<file path="src/rtl/vend_pkg.sv">
// Shared types and constants for the vending scheduler: FSM states, price table and coin set.
// Coin helpers implement the greedy refund pick used while paying back credit.
package vend_pkg;

  localparam int CREDIT_W = 7;

  typedef enum logic [2:0] {
    IDLE,
    ARB,
    DEBIT,
    DISPENSE,
    REFUND_EJECT,
    REFUND_DEBIT,
    FAULT
  } state_t;

  // Index 0 is slot 0; values in 5-cent units.
  localparam logic [CREDIT_W-1:0] PRICE [4] = '{7'd25, 7'd30, 7'd15, 7'd40};

  // Indexed by coin_eject bit: [3]=$1, [2]=50c, [1]=10c, [0]=5c.
  localparam logic [CREDIT_W-1:0] COIN_VAL [3:0] = '{7'd20, 7'd10, 7'd2, 7'd1};

  // Largest coin not exceeding rem; later (larger) matches overwrite smaller ones.
  function automatic logic [3:0] coin_onehot(input logic [CREDIT_W-1:0] rem);
    logic [3:0] oh;
    oh = '0;
    for (int i = 0; i < 4; i++) begin
      if (COIN_VAL[i] <= rem) begin
        oh    = '0;
        oh[i] = 1'b1;
      end
    end
    return oh;
  endfunction

  function automatic logic [CREDIT_W-1:0] coin_value(input logic [3:0] oh);
    logic [CREDIT_W-1:0] v;
    v = '0;
    for (int i = 0; i < 4; i++) begin
      if (oh[i]) v = v | COIN_VAL[i];
    end
    return v;
  endfunction

endpackage

</file>
<file path="src/rtl/vend_scheduler_if.sv">
// Keypad, accumulator, motor and hopper signals of the vending scheduler.
// master = scheduler side, slave = environment side.
interface vend_scheduler_if;
  import vend_pkg::*;

  logic [3:0]          sel;
  logic                cancel;
  logic [CREDIT_W-1:0] credit;
  logic                debit_ack;
  logic                motor_done;
  logic                eject_ready;
  logic                debit_valid;
  logic [CREDIT_W-1:0] debit_amt;
  logic [3:0]          motor_req;
  logic [3:0]          coin_eject;
  logic [3:0]          grant;
  logic [3:0]          reject;
  logic                busy;
  logic                fault;

  modport master (
    input  sel, cancel, credit, debit_ack, motor_done, eject_ready,
    output debit_valid, debit_amt, motor_req, coin_eject, grant, reject, busy, fault
  );

  modport slave (
    output sel, cancel, credit, debit_ack, motor_done, eject_ready,
    input  debit_valid, debit_amt, motor_req, coin_eject, grant, reject, busy, fault
  );

endinterface

</file>
<file path="src/rtl/vend_rr_arb.sv">
// 4-way combinational round-robin pick: first requester at or after ptr, wrapping.
// Zero latency; vld low when nothing requests.
module vend_rr_arb (
  input  logic [3:0] req,
  input  logic [1:0] ptr,
  output logic       vld,
  output logic [1:0] idx
);

  always_comb begin
    vld = |req;
    idx = ptr;
    // Walk from the farthest offset down so the nearest requester wins.
    for (int i = 3; i >= 0; i--) begin
      if (req[ptr + 2'(i)]) idx = ptr + 2'(i);
    end
  end

endmodule

</file>
<file path="src/rtl/vend_scheduler.sv">
// Vending scheduler: arbitrates purchases, debits, drives dispense motor, pays back refunds greedily.
// sel->grant in 2 cycles; debit/refund stall on debit_ack and eject_ready; motor timeout parks in FAULT.
module vend_scheduler
  import vend_pkg::*;
#(
  parameter int SLOTS     = 4,
  parameter int MOTOR_TMO = 255
) (
  input logic              CLK,
  input logic              RST,
  vend_scheduler_if.master bus
);

  localparam int SLOT_W = $clog2(SLOTS);
  localparam int TMR_W  = $clog2(MOTOR_TMO + 1);

  state_t              state, state_nxt;
  logic [SLOT_W-1:0]   rr_ptr, rr_nxt;
  logic [SLOT_W-1:0]   slot, slot_nxt;
  logic [CREDIT_W-1:0] rem, rem_nxt;
  logic [CREDIT_W-1:0] total, total_nxt;
  logic [TMR_W-1:0]    timer, timer_nxt;

  logic                arb_vld;
  logic [SLOT_W-1:0]   arb_idx;
  logic [3:0]          coin;

  logic                debit_valid;
  logic [CREDIT_W-1:0] debit_amt;
  logic [3:0]          motor_req, coin_eject, grant, reject;

  vend_rr_arb u_arb (
    .req (bus.sel),
    .ptr (rr_ptr),
    .vld (arb_vld),
    .idx (arb_idx)
  );

  assign coin = coin_onehot(rem);

  always_ff @(posedge CLK) begin
    if (RST) begin
      state  <= IDLE;
      rr_ptr <= '0;
      slot   <= '0;
      rem    <= '0;
      total  <= '0;
      timer  <= '0;
    end else begin
      state  <= state_nxt;
      rr_ptr <= rr_nxt;
      slot   <= slot_nxt;
      rem    <= rem_nxt;
      total  <= total_nxt;
      timer  <= timer_nxt;
    end
  end

  always_comb begin
    state_nxt   = state;
    rr_nxt      = rr_ptr;
    slot_nxt    = slot;
    rem_nxt     = rem;
    total_nxt   = total;
    timer_nxt   = timer;
    debit_valid = 1'b0;
    debit_amt   = '0;
    motor_req   = '0;
    coin_eject  = '0;
    grant       = '0;
    reject      = '0;

    case (state)
      IDLE: begin
        // cancel shadows sel even when there is nothing to refund
        if (bus.cancel) begin
          if (bus.credit != '0) begin
            state_nxt = REFUND_EJECT;
            rem_nxt   = bus.credit;
            total_nxt = bus.credit;
          end
        end else if (bus.sel != '0) begin
          state_nxt = ARB;
        end
      end
      ARB: begin
        state_nxt = IDLE;
        if (arb_vld) begin
          slot_nxt = arb_idx;
          if (PRICE[arb_idx] <= bus.credit) begin
            grant[arb_idx] = 1'b1;
            rr_nxt         = arb_idx + SLOT_W'(1);
            state_nxt      = DEBIT;
          end else begin
            reject[arb_idx] = 1'b1;
          end
        end
      end
      DEBIT: begin
        debit_valid = 1'b1;
        debit_amt   = PRICE[slot];
        if (bus.debit_ack) begin
          state_nxt = DISPENSE;
          timer_nxt = '0;
        end
      end
      DISPENSE: begin
        motor_req[slot] = 1'b1;
        if (bus.motor_done) state_nxt = IDLE;
        else if (timer == TMR_W'(MOTOR_TMO)) state_nxt = FAULT;
        else timer_nxt = timer + TMR_W'(1);
      end
      REFUND_EJECT: begin
        if (rem == '0) begin
          state_nxt = REFUND_DEBIT;
        end else if (bus.eject_ready) begin
          coin_eject = coin;
          rem_nxt    = rem - coin_value(coin);
        end
      end
      REFUND_DEBIT: begin
        debit_valid = 1'b1;
        debit_amt   = total;
        if (bus.debit_ack) state_nxt = IDLE;
      end
      default: ;
    endcase
  end

  assign bus.debit_valid = debit_valid;
  assign bus.debit_amt   = debit_amt;
  assign bus.motor_req   = motor_req;
  assign bus.coin_eject  = coin_eject;
  assign bus.grant       = grant;
  assign bus.reject      = reject;
  assign bus.busy        = (state != IDLE);
  assign bus.fault       = (state == FAULT);

endmodule

</file>
<file path="src/flat_wrapper.sv">
// flat-port wrapper written by rule: the top's interface ports become plain ports
module vend_scheduler_flat import vend_pkg::*;
#(
  parameter int SLOTS     = 4,
  parameter int MOTOR_TMO = 255
)
  (CLK, RST, bus_sel, bus_cancel, bus_credit, bus_debit_ack, bus_motor_done, bus_eject_ready, bus_debit_valid, bus_debit_amt, bus_motor_req, bus_coin_eject, bus_grant, bus_reject, bus_busy, bus_fault);
  vend_scheduler_if bus_i ();
  input logic CLK;
  input logic RST;
  input wire logic [$bits(bus_i.sel)-1:0] bus_sel;
  input wire logic [$bits(bus_i.cancel)-1:0] bus_cancel;
  input wire logic [$bits(bus_i.credit)-1:0] bus_credit;
  input wire logic [$bits(bus_i.debit_ack)-1:0] bus_debit_ack;
  input wire logic [$bits(bus_i.motor_done)-1:0] bus_motor_done;
  input wire logic [$bits(bus_i.eject_ready)-1:0] bus_eject_ready;
  output wire logic [$bits(bus_i.debit_valid)-1:0] bus_debit_valid;
  output wire logic [$bits(bus_i.debit_amt)-1:0] bus_debit_amt;
  output wire logic [$bits(bus_i.motor_req)-1:0] bus_motor_req;
  output wire logic [$bits(bus_i.coin_eject)-1:0] bus_coin_eject;
  output wire logic [$bits(bus_i.grant)-1:0] bus_grant;
  output wire logic [$bits(bus_i.reject)-1:0] bus_reject;
  output wire logic [$bits(bus_i.busy)-1:0] bus_busy;
  output wire logic [$bits(bus_i.fault)-1:0] bus_fault;
  assign bus_i.sel = bus_sel;
  assign bus_i.cancel = bus_cancel;
  assign bus_i.credit = bus_credit;
  assign bus_i.debit_ack = bus_debit_ack;
  assign bus_i.motor_done = bus_motor_done;
  assign bus_i.eject_ready = bus_eject_ready;
  assign bus_debit_valid = bus_i.debit_valid;
  assign bus_debit_amt = bus_i.debit_amt;
  assign bus_motor_req = bus_i.motor_req;
  assign bus_coin_eject = bus_i.coin_eject;
  assign bus_grant = bus_i.grant;
  assign bus_reject = bus_i.reject;
  assign bus_busy = bus_i.busy;
  assign bus_fault = bus_i.fault;
  vend_scheduler #(.SLOTS(SLOTS), .MOTOR_TMO(MOTOR_TMO)) u_core (.CLK(CLK), .RST(RST), .bus(bus_i));
endmodule
</file>
<file path="config.mk">
export PLATFORM = sky130hd
export DESIGN_NAME = vend_scheduler_flat
export DESIGN_NICKNAME = d
export VERILOG_FILES = /design/src/rtl/vend_pkg.sv /design/src/rtl/vend_scheduler_if.sv /design/src/rtl/vend_rr_arb.sv /design/src/rtl/vend_scheduler.sv /design/src/flat_wrapper.sv
export SDC_FILE = /design/constraint.sdc
export NUM_CORES = 1
export LEC_CHECK = 0
export ABC_AREA = 0
export CAP_MARGIN = 15
export CORE_MARGIN = 2
export CORE_UTILIZATION = 53
export CTS_CLUSTER_SIZE = 28
export DETAILED_ROUTE_END_ITERATION = 8
export PLACE_DENSITY = 0.84
export REMOVE_ABC_BUFFERS = 1
export SYNTH_ARGS = -nofsm -noshare
export SYNTH_HDL_FRONTEND = slang
export SYNTH_SLANG_ARGS = --single-unit
export TNS_END_PERCENT = 10
</file>
<file path="constraint.sdc">
create_clock -name CLK -period 3.66 [get_ports CLK]
set_clock_uncertainty 0.2 [all_clocks]
set_input_delay 0.549 -clock CLK [delete_from_list [all_inputs] [get_ports CLK]]
set_output_delay 0.549 -clock CLK [all_outputs]
set_load 0.1 [all_outputs]
</file>
# After elaboration in Yosys (flattened, before gate mapping)
# Cells that the tools add are included.
[word_totals]
mem_bits_ro = 0
latchBits = 0
output_inout_bits = 26
wordCells = 131
regBits = 29
ram_bits = 0
input_bits = 17
mem_count = 0
[op_classes]
n_shift = 0
n_eq_ne = 19
reduce_logical = 18
order_cmp = 15
div = 0
mul = 0
mux = 65
bitwise = 2
addsub = 6
[op_table]
columns = ["op", "n"]
rows = [
  ["7-bit 2-to-1 mux", 11],
  ["4-bit 2-to-1 mux", 14],
  ["7-bit binary-select mux with 2-bit select", 2],
  ["7-bit one-hot mux with 2 select lines", 2],
  ["3-bit 2-to-1 mux", 9],
  ["8-bit 2-to-1 mux", 3],
  ["2-bit by 3-bit < comparator with 1-bit output, second input constant", 6],
  ["3-bit one-hot mux with 6 select lines", 1],
  ["8-bit one-hot mux with 2 select lines", 1],
  ["2-bit != test, second input constant", 7],
  ["2-bit 2-to-1 mux", 6],
  ["3-bit equality test, second input constant", 3],
  ["1-bit 2-to-1 mux", 9],
  ["3-bit by 2-bit != test with 1-bit output, second input constant", 3],
  ["8-bit by 1-bit adder with 8-bit output, second input constant", 1],
  ["1-bit binary-select mux with 2-bit select", 4],
  ["8-bit equality test, second input constant", 1],
  ["1-bit by 7-bit less-or-equal comparator with 1-bit output, first input constant", 1],
  ["2-bit by 7-bit less-or-equal comparator with 1-bit output, first input constant", 1],
  ["4-bit by 7-bit less-or-equal comparator with 1-bit output, first input constant", 1],
  ["5-bit by 7-bit less-or-equal comparator with 1-bit output, first input constant", 1],
  ["7-bit less-or-equal comparator", 1],
  ["7-bit zero test", 1],
  ["7-bit AND reduction", 1],
  ["other kinds (24)", 35],
]

# Depth between registers and ports, before layout
# Gate-level depths: netlist of run 1.
[logic_depth]
depth_word = 16
mapped_depth = 12
ltp_nobuf = 12

# Hierarchy
# Synthesis of run 1 repeated with hierarchy kept, for this count alone.
[hier_totals]
hier_cells = 287
hier_area_um2 = 2357.3
[by_module_without_submodules]
columns = ["module", "instances", "seq_area_each_um2", "cells_per_inst", "area_per_inst_um2"]
rows = [
  ["vend_scheduler", 1, 580.6, 271, 2257.2],
  ["vend_rr_arb", 1, 0.0, 16, 100.1],
]

# Least setup slack after synthesis of run 1
# Ideal clock, no wire load.
[synth_timing]
path_type = "register to output"
start = "reg u_core.state[0]"
end = "out bus_coin_eject[1]"
required_time_ns = 2.911
setup_slack_ns = -0.940
path_buffers = 1
stages_incl_launch_ff = 5
arrival_ns = 3.851
path_cell_list = "dfxtp_1 > buf_6 > nor3b_2 > o311ai_4 > nor4_1"
[synth_via]
elab_chain_len = 2
[synth_lines]
columns = ["item", "line", "source"]
rows = [
  ["start: declaration", "vend_scheduler.sv:17", "state_t state, state_nxt;"],
  ["start signal: assignment", "vend_scheduler.sv:50", "state <= state_nxt;"],
  ["3-bit equality test", "vend_scheduler.sv:73", "case (state)"],
  ["4-bit 2-to-1 mux", "vend_scheduler.sv:73", ""],
  ["end: declaration", "flat_wrapper.sv:20", "output wire logic [$bits(bus_i.coin_eject)-1:0] bus_coin_eject;"],
]
# No other way between the ends.

# Worst setup path in the final report of run 1
[layout_timing]
start = "in bus_sel[3]"
end = "out bus_grant[1]"
[layout_via]
elab_chain_len = 14
elab_cells_between_ends = 26
classes_between = "order compare: 3; mux: 20; bitwise: 1; reduce/logical: 2"
[layout_lines]
columns = ["item", "line", "source"]
rows = [
  ["start: declaration", "flat_wrapper.sv:11", "input wire logic [$bits(bus_i.sel)-1:0] bus_sel;"],
  ["1-bit binary-select mux with 2-bit select", "vend_rr_arb.sv:15", "if (req[ptr + 2'(i)]) idx = ptr + 2'(i);"],
  ["1-bit 2-to-1 mux (not written as such)", "vend_rr_arb.sv:15", ""],
  ["2-bit 2-to-1 mux (3 in a row)", "vend_rr_arb.sv:15", ""],
  ["2-bit 2-to-1 mux *", "vend_rr_arb.sv:15", ""],
  ["via u_core.arb_idx[0]", "vend_scheduler.sv:25", "logic [SLOT_W-1:0] arb_idx;"],
  ["2-bit NOT with 3-bit output (not written as such)", "vend_scheduler.sv:90", "if (PRICE[arb_idx] <= bus.credit) begin"],
  ["7-bit binary-select mux with 2-bit select", "vend_scheduler.sv:90", ""],
  ["7-bit 2-to-1 mux (not written as such) (2 in a row)", "vend_scheduler.sv:90", ""],
  ["7-bit less-or-equal comparator", "vend_scheduler.sv:90", ""],
  ["4-bit 2-to-1 mux *", "vend_scheduler.sv:90", ""],
  ["4-bit 2-to-1 mux *", "vend_scheduler.sv:88", "if (arb_vld) begin"],
  ["4-bit 2-to-1 mux *", "vend_scheduler.sv:73", ""],
  ["end: declaration", "flat_wrapper.sv:21", "output wire logic [$bits(bus_i.grant)-1:0] bus_grant;"],
]
# The timed path passes the listed nets; every way through them passes the cells marked *. The select of a mux whose other input is x is not followed.

==> flow_metrics.tcl, run 1 <==
set metrics [dict create \
    fin_setup_tns_ps -13.93 \
    synth_warnings 0 \
    cts-root-buf "clkbuf_8" \
    yosysUniqueCellTypes 61 \
    synth_seq_cells 29 \
    nFillCells 291 \
    clkPwrFrac 0.102 \
    portBuffers 42 \
    core-area_um2 4086 \
    drtAntennaViolNets 0 \
    min_path_type "flip-flop to flip-flop" \
    tightest_slew_ps 633.3 \
    p_leak_uw 0.001326 \
    post_drt_wl_per_cell_um 17.61 \
    setup_viol 1 \
    synth.area.top_cells "dfxtp_1, ha_1, nor2_1" \
    ir_drop_mv 0.7684 \
    grt-ovfl-total 0 \
    globalplace.congestion 0.8124 \
    detail_route.wirelength_um 7238 \
    worstPathRequired_ps 2910 \
    pwr-share-comb 0.698 \
    hold_viol 0 \
    via_count 2546 \
    cts_tree "built" \
    power.internal_uw 1263 \
    synth_most_common_cell "nor2_1" \
    drtIter0Drc 179 \
    worstSkewPairLatency_ps 290 \
    slew_viol_final 0 \
    setup_ws_ps -13.93 \
    dp_cells 401 \
    dpl_cell_area_um2 2865 \
    p_switching_uw 1436 \
    drv_cap 0 \
    start_util 0.5646 \
    synth_top_area_cell "dfxtp_1" \
    grt_usage 0.2919 \
    fin_nets 398 \
    synth-edff-count 0 \
    dr.pass1.iters 5 \
    rows 23 \
    worst-setup-path-type "input port to primary output" \
    cts_max_path_buffers 2 \
    synth_seq_area_share 0.2516 \
    p_seq_frac 0.200 \
    place_ws_ps -525.9 \
    max_freq_ghz 0.2722 \
    route.detailed.drc 0 \
    dp_hpwl_um 4663 \
    violations "negative setup slack" \
    cts.sinks 29 \
    max_slew_margin 0.5774 \
    fin_crit_sh 1.004 \
    outcome "finished, violations left" \
    via_per_inst 6.195 \
    syn_area_um2 2307 \
    synthesis.instances 305 \
    grt_pass1_wl_um 11520 \
    cts_htree_levels 2 \
    synth_top_area_frac 0.2516 \
    cts_buffers 5 \
    antenna_found_initial 0 \
    diodes 0 \
    p_per_area_nw_per_um2 849.4 \
    finalNonFillerCells 411 \
    die_w_um 69.98 \
    grt_max_degree 19 \
    crit_path_end_kind "primary output" \
    die_area_um2 4897 \
    arrival_ps 2920 \
    num_io_pins 43 \
    clk_pin_slew_ps 60 \
    area.growth.synth_to_final_pct 37.74 \
    synth_common_cells "nor2_1, nand2_1, dfxtp_1" \
    avgSynthCellArea_um2 7.565 \
    startpoint_type "input port" \
    grt_pass1_vias 2555 \
    ys.flop_type "dfxtp_1" \
    fin_area_um2 3178 \
    dieHeight_um 69.98 \
    worstPathMaxFanout 7 \
    power.share.switching 0.5320 \
    drive_gt1_frac 0.2742 \
    async_reset_ff_frac 0 \
    period_minus_slack_ps 3674 \
]
flip-flops by register name, summed over array words and instances, names as in the netlist:
name / cells
u_core.rr_ptr: 2
u_core.timer: 8
u_core.slot: 2
u_core.rem: 7
u_core.state: 3
u_core.total: 7
worst paths after layout:
path / slack, ps / from / end / cells after the start
max: -10 / bus_sel[3] / bus_grant[1] / 14
min: 270 / u_core.total[0] / u_core.total[0] / 2
max reg2reg: 240 / u_core.rem[1] / u_core.rem[6] / 11
min reg2reg: 270 / u_core.total[0] / u_core.total[0] / 2
worst max-delay path: stages:
cell and delay (ps):
clkbuf_4 170, nand2_1 120, a21oi_4 170, o221a_4 200, inv_2 50, ha_4 250
inv_2 50, ha_1 160, nand2b_1 150, a21o_1 240, a211oi_4 340, nor2_4 130
nor2_4 140, buf_12 180
cells by family after synthesis:
| logic type | synth area share |
|---|---|
| and+or+nand+nor | 0.2869 |
| AOI/OAI and AO/OA | 0.2522 |
| buffers and inverters | 0.06074 |
| DFF | 0.2516 |
| adders and majority gates | 0.1117 |
| xor gates and xnor gates | 0.01898 |
| muxes | 0.01790 |
repair_timing:
item	CTS	global route
resized for setup	36	30
hold buffers	0	0
buffers inserted	2	2
gates cloned	0	0
endpoints found under the setup margin	8	8
pin swaps	11	13
routing by layer:
metal | share of wire | routed length (um) | GRT usage | vias to the layer above
li1 | - | - | - | 1198
met1 | 0.38 | 2734 | 0.3319 | 1192
met2 | 0.52 | 3754 | 0.5111 | 132
met3 | 0.076 | 547 | 0.08081 | 24
met4 | 0.028 | 202 | 0.1218 | 0
met5 | 0 | 0 | 0 | -
cell type report:
class / count / area [um2] / share of cell area
Clock buffer: 7 / 86.33 / 0.02717
Inverter: 22 / 82.58 / 0.02598
Multi-Input combinational cell: 245 / 1802 / 0.5669
Timing Repair Buffer: 58 / 561.8 / 0.1768
Tap cell: 50 / 62.56 / 0.01969
Sequential cell: 29 / 583.1 / 0.1835
layout by cell type, fill, tap and decap left out, types with 7 or more instances in the layout:
cell,Yosys,final
nand3_1,9,8
nor3_1,7,7
a211oi_1,10,9
nor2_4,0,9
nor2_1,40,31
inv_1,22,20
nand2_1,39,38
dfxtp_1,29,27
o21ai_0,15,13
clkdlybuf4s50_1,0,12
ha_1,19,16
buf_12,0,8
buf_4,0,33
a21oi_1,22,19
power by group through the flow:
stage / registers (uW) / clock network (uW) / logic [uW]
floorplan: 493 / 0 / 1270
global placement: 524 / 0 / 1610
detailed placement: 530 / 0 / 1660
CTS: 525 / 274 / 1760
global route: 556 / 284 / 2040
finish: 540 / 275 / 1880
metrics by stage:
step                        util  hold WS, ps  total power [uW]
after floorplan                -        225.7              1767
after global placement    0.7012        242.7              2129
after detailed placement  0.7012        253.2              2191
after CTS                 0.7523        265.7              2555
after global routing      0.7777        290.1              2876
final                     0.7777        267.8              2699
(Power assumes the default switching activity.)
==> inputs of run 2 (changes only) <==
--- a/config.mk
+++ b/config.mk
@@ -7,7 +7,7 @@
 export LEC_CHECK = 0
 export ABC_AREA = 0
 export CAP_MARGIN = 15
-export CORE_MARGIN = 2
+export CORE_MARGIN = 4
 export CORE_UTILIZATION = 53
 export CTS_CLUSTER_SIZE = 28
 export DETAILED_ROUTE_END_ITERATION = 8
==> run 2 against run 1 <==
  * The run now ends clean
  * Fmax up 1.8%
  * Critical path depth unchanged
  * Via count down 3.1%
  * Count of clock-buffer cells in the layout fell by 1
  * Worst hold slack gained 0.65 ps
  * Cell count rose by 0.49%
  * Routed wire length down 6.7%
  * Combinational power shrank 3%
  * Sequential share of layout area up 0.19 points
  * Flip-flop and latch count unchanged
  * Cell area shrank 1.2%
  * Non-clock buffer count is 1 higher
  * Critical path type unchanged
  * Largest cell class unchanged
==> flow_metrics.tcl, run 2 (same netlist as run 1, synthesis figures left out) <==
set metrics [dict create \
    via_per_inst 5.971 \
    num_io_pins 43 \
    outcome "completed" \
    clk_pin_slew_ps 60 \
    worstPathMaxFanout 7 \
    drv_cap 0 \
    met2_usage 0.4469 \
    place_ws_ps -414.5 \
    post_drt_wl_per_cell_um 16.36 \
    cts_htree_levels 2 \
    area.growth.synth_to_final_pct 36.06 \
    detail_route.wirelength_um 6756 \
    layout_commonest_cell "nand2_1" \
    drtAntennaViolNets 0 \
    diodes 0 \
    ir_drop_mv 0.5408 \
    max_freq_ghz 0.2770 \
    portBuffers 42 \
    grt-busiest-layer "met2" \
    setup_viol 0 \
    cts.sinks 29 \
    worst-setup-path-type "input port to primary output" \
    crit_path_end_kind "primary output" \
    drive_gt1_frac 0.2810 \
    setup_ws_ps 50.31 \
    via_count 2466 \
    p_leak_uw 0.001313 \
    core-area_um2 4115 \
    antenna_found_initial 0 \
    start_util 0.5607 \
    worstSkewPairLatency_ps 280 \
    grt_pass1_vias 2346 \
    r2r_cells 15 \
    cts_max_path_buffers 2 \
    finalNonFillerCells 413 \
    layout_common_cells "nand2_1, buf_4, nor2_1, dfxtp_1" \
    tightest_slew_ps 606.2 \
    top_regs "u_core.timer x8, u_core.rem x7, u_core.total x7" \
    cts-root-buf "clkbuf_8" \
    dieHeight_um 73.98 \
    max_slew_margin 0.5955 \
    dp_cells 404 \
    dp_hpwl_um 4665 \
    hold_viol 0 \
    grt_max_degree 19 \
    startpoint_type "input port" \
    die_area_um2 5473 \
    fin_setup_tns_ps 0 \
    slew_viol_final 0 \
    largest_reg_flops 8 \
    rows 23 \
    fin_nets 399 \
    grt_usage 0.2485 \
    grt_util_met1 0.2937 \
    cts_tree "built" \
    worstPathRequired_ps 2910 \
    reg2reg_slack_ps 530 \
    route.detailed.drc 0 \
    use_met3 0.04595 \
    grt-ovfl-total 0 \
    globalplace.congestion 0.8466 \
    arrival_ps 2860 \
    holdPathStages 2 \
    grt_pass1_wl_um 10600 \
    die_w_um 73.98 \
    dr.pass1.iters 4 \
    period_minus_slack_ps 3610 \
    p_per_area_nw_per_um2 835.5 \
    top_register "u_core.timer" \
    min_path_type "flip-flop to flip-flop" \
    cts_buffers 5 \
    fin_crit_sh 0.9863 \
    drtIter0Drc 173 \
]
run 2: power breakdown:
group | internal (uW) | switching (uW)
combinational | 708 | 1120
sequential | 395 | 137
clock | 132 | 128
total | 1230 | 1390
run 2: path summary, 6_finish.rpt:
check	from	end
worst max-delay path	bus_sel[3]	bus_grant[0]
worst min-delay path	u_core.total[0]	u_core.total[0]
worst max register to register	u_core.rr_ptr[1]	u_core.rr_ptr[1]
worst min register to register	u_core.total[0]	u_core.total[0]
run 2: final cells by class:
type	count	area (um2)
clock buffer	6	72.57
clock inverter	2	10.01
fill	301	975.9
inverter	22	82.58
multi-input combinational	245	1764
sequential	29	581.8
tap	50	62.56
timing repair buffer	59	565.5
run 2: critical path, cell delays in order:
cell      delay [ps]
clkbuf_4         170
nand2_1           90
a21oi_2          170
o221a_2          230
inv_2             50
ha_4             260
inv_2             40
ha_1             180
nand2b_4         140
a21o_1           240
a211oi_4         280
nor2_4           120
nor2_4           150
buf_12           180
run 2: routing by layer:
| layer | wire, um | up-vias |
|---|---|---|
| met4 | 120 | 0 |
| met1 | 2692 | 1161 |
| li1 | - | 1192 |
| met3 | 412 | 17 |
| met2 | 3531 | 96 |
| met5 | 0 | - |
run 2: what timing repair did:
item | CTS | global route
setup buffers | 0 | 1
resized for setup | 32 | 25
hold buffers | 0 | 0
pin swaps | 9 | 8
setup endpoints to repair | 8 | 8
run 2: per-stage QoR:
stage / power, uW / hold slack [ps] / util / cell area, um2
5_1_grt: 2811 / 283.8 / 0.7628 / 3139
3_5_place_dp: 2205 / 258.2 / 0.7017 / 2888
2_1_floorplan: 1767 / 225.7 / - / 2250
4_1_cts: 2521 / 266.4 / 0.7431 / 3058
6_report: 2623 / 268.5 / 0.7628 / 3139
3_3_place_gp: 2153 / 246.6 / 0.7017 / 2888
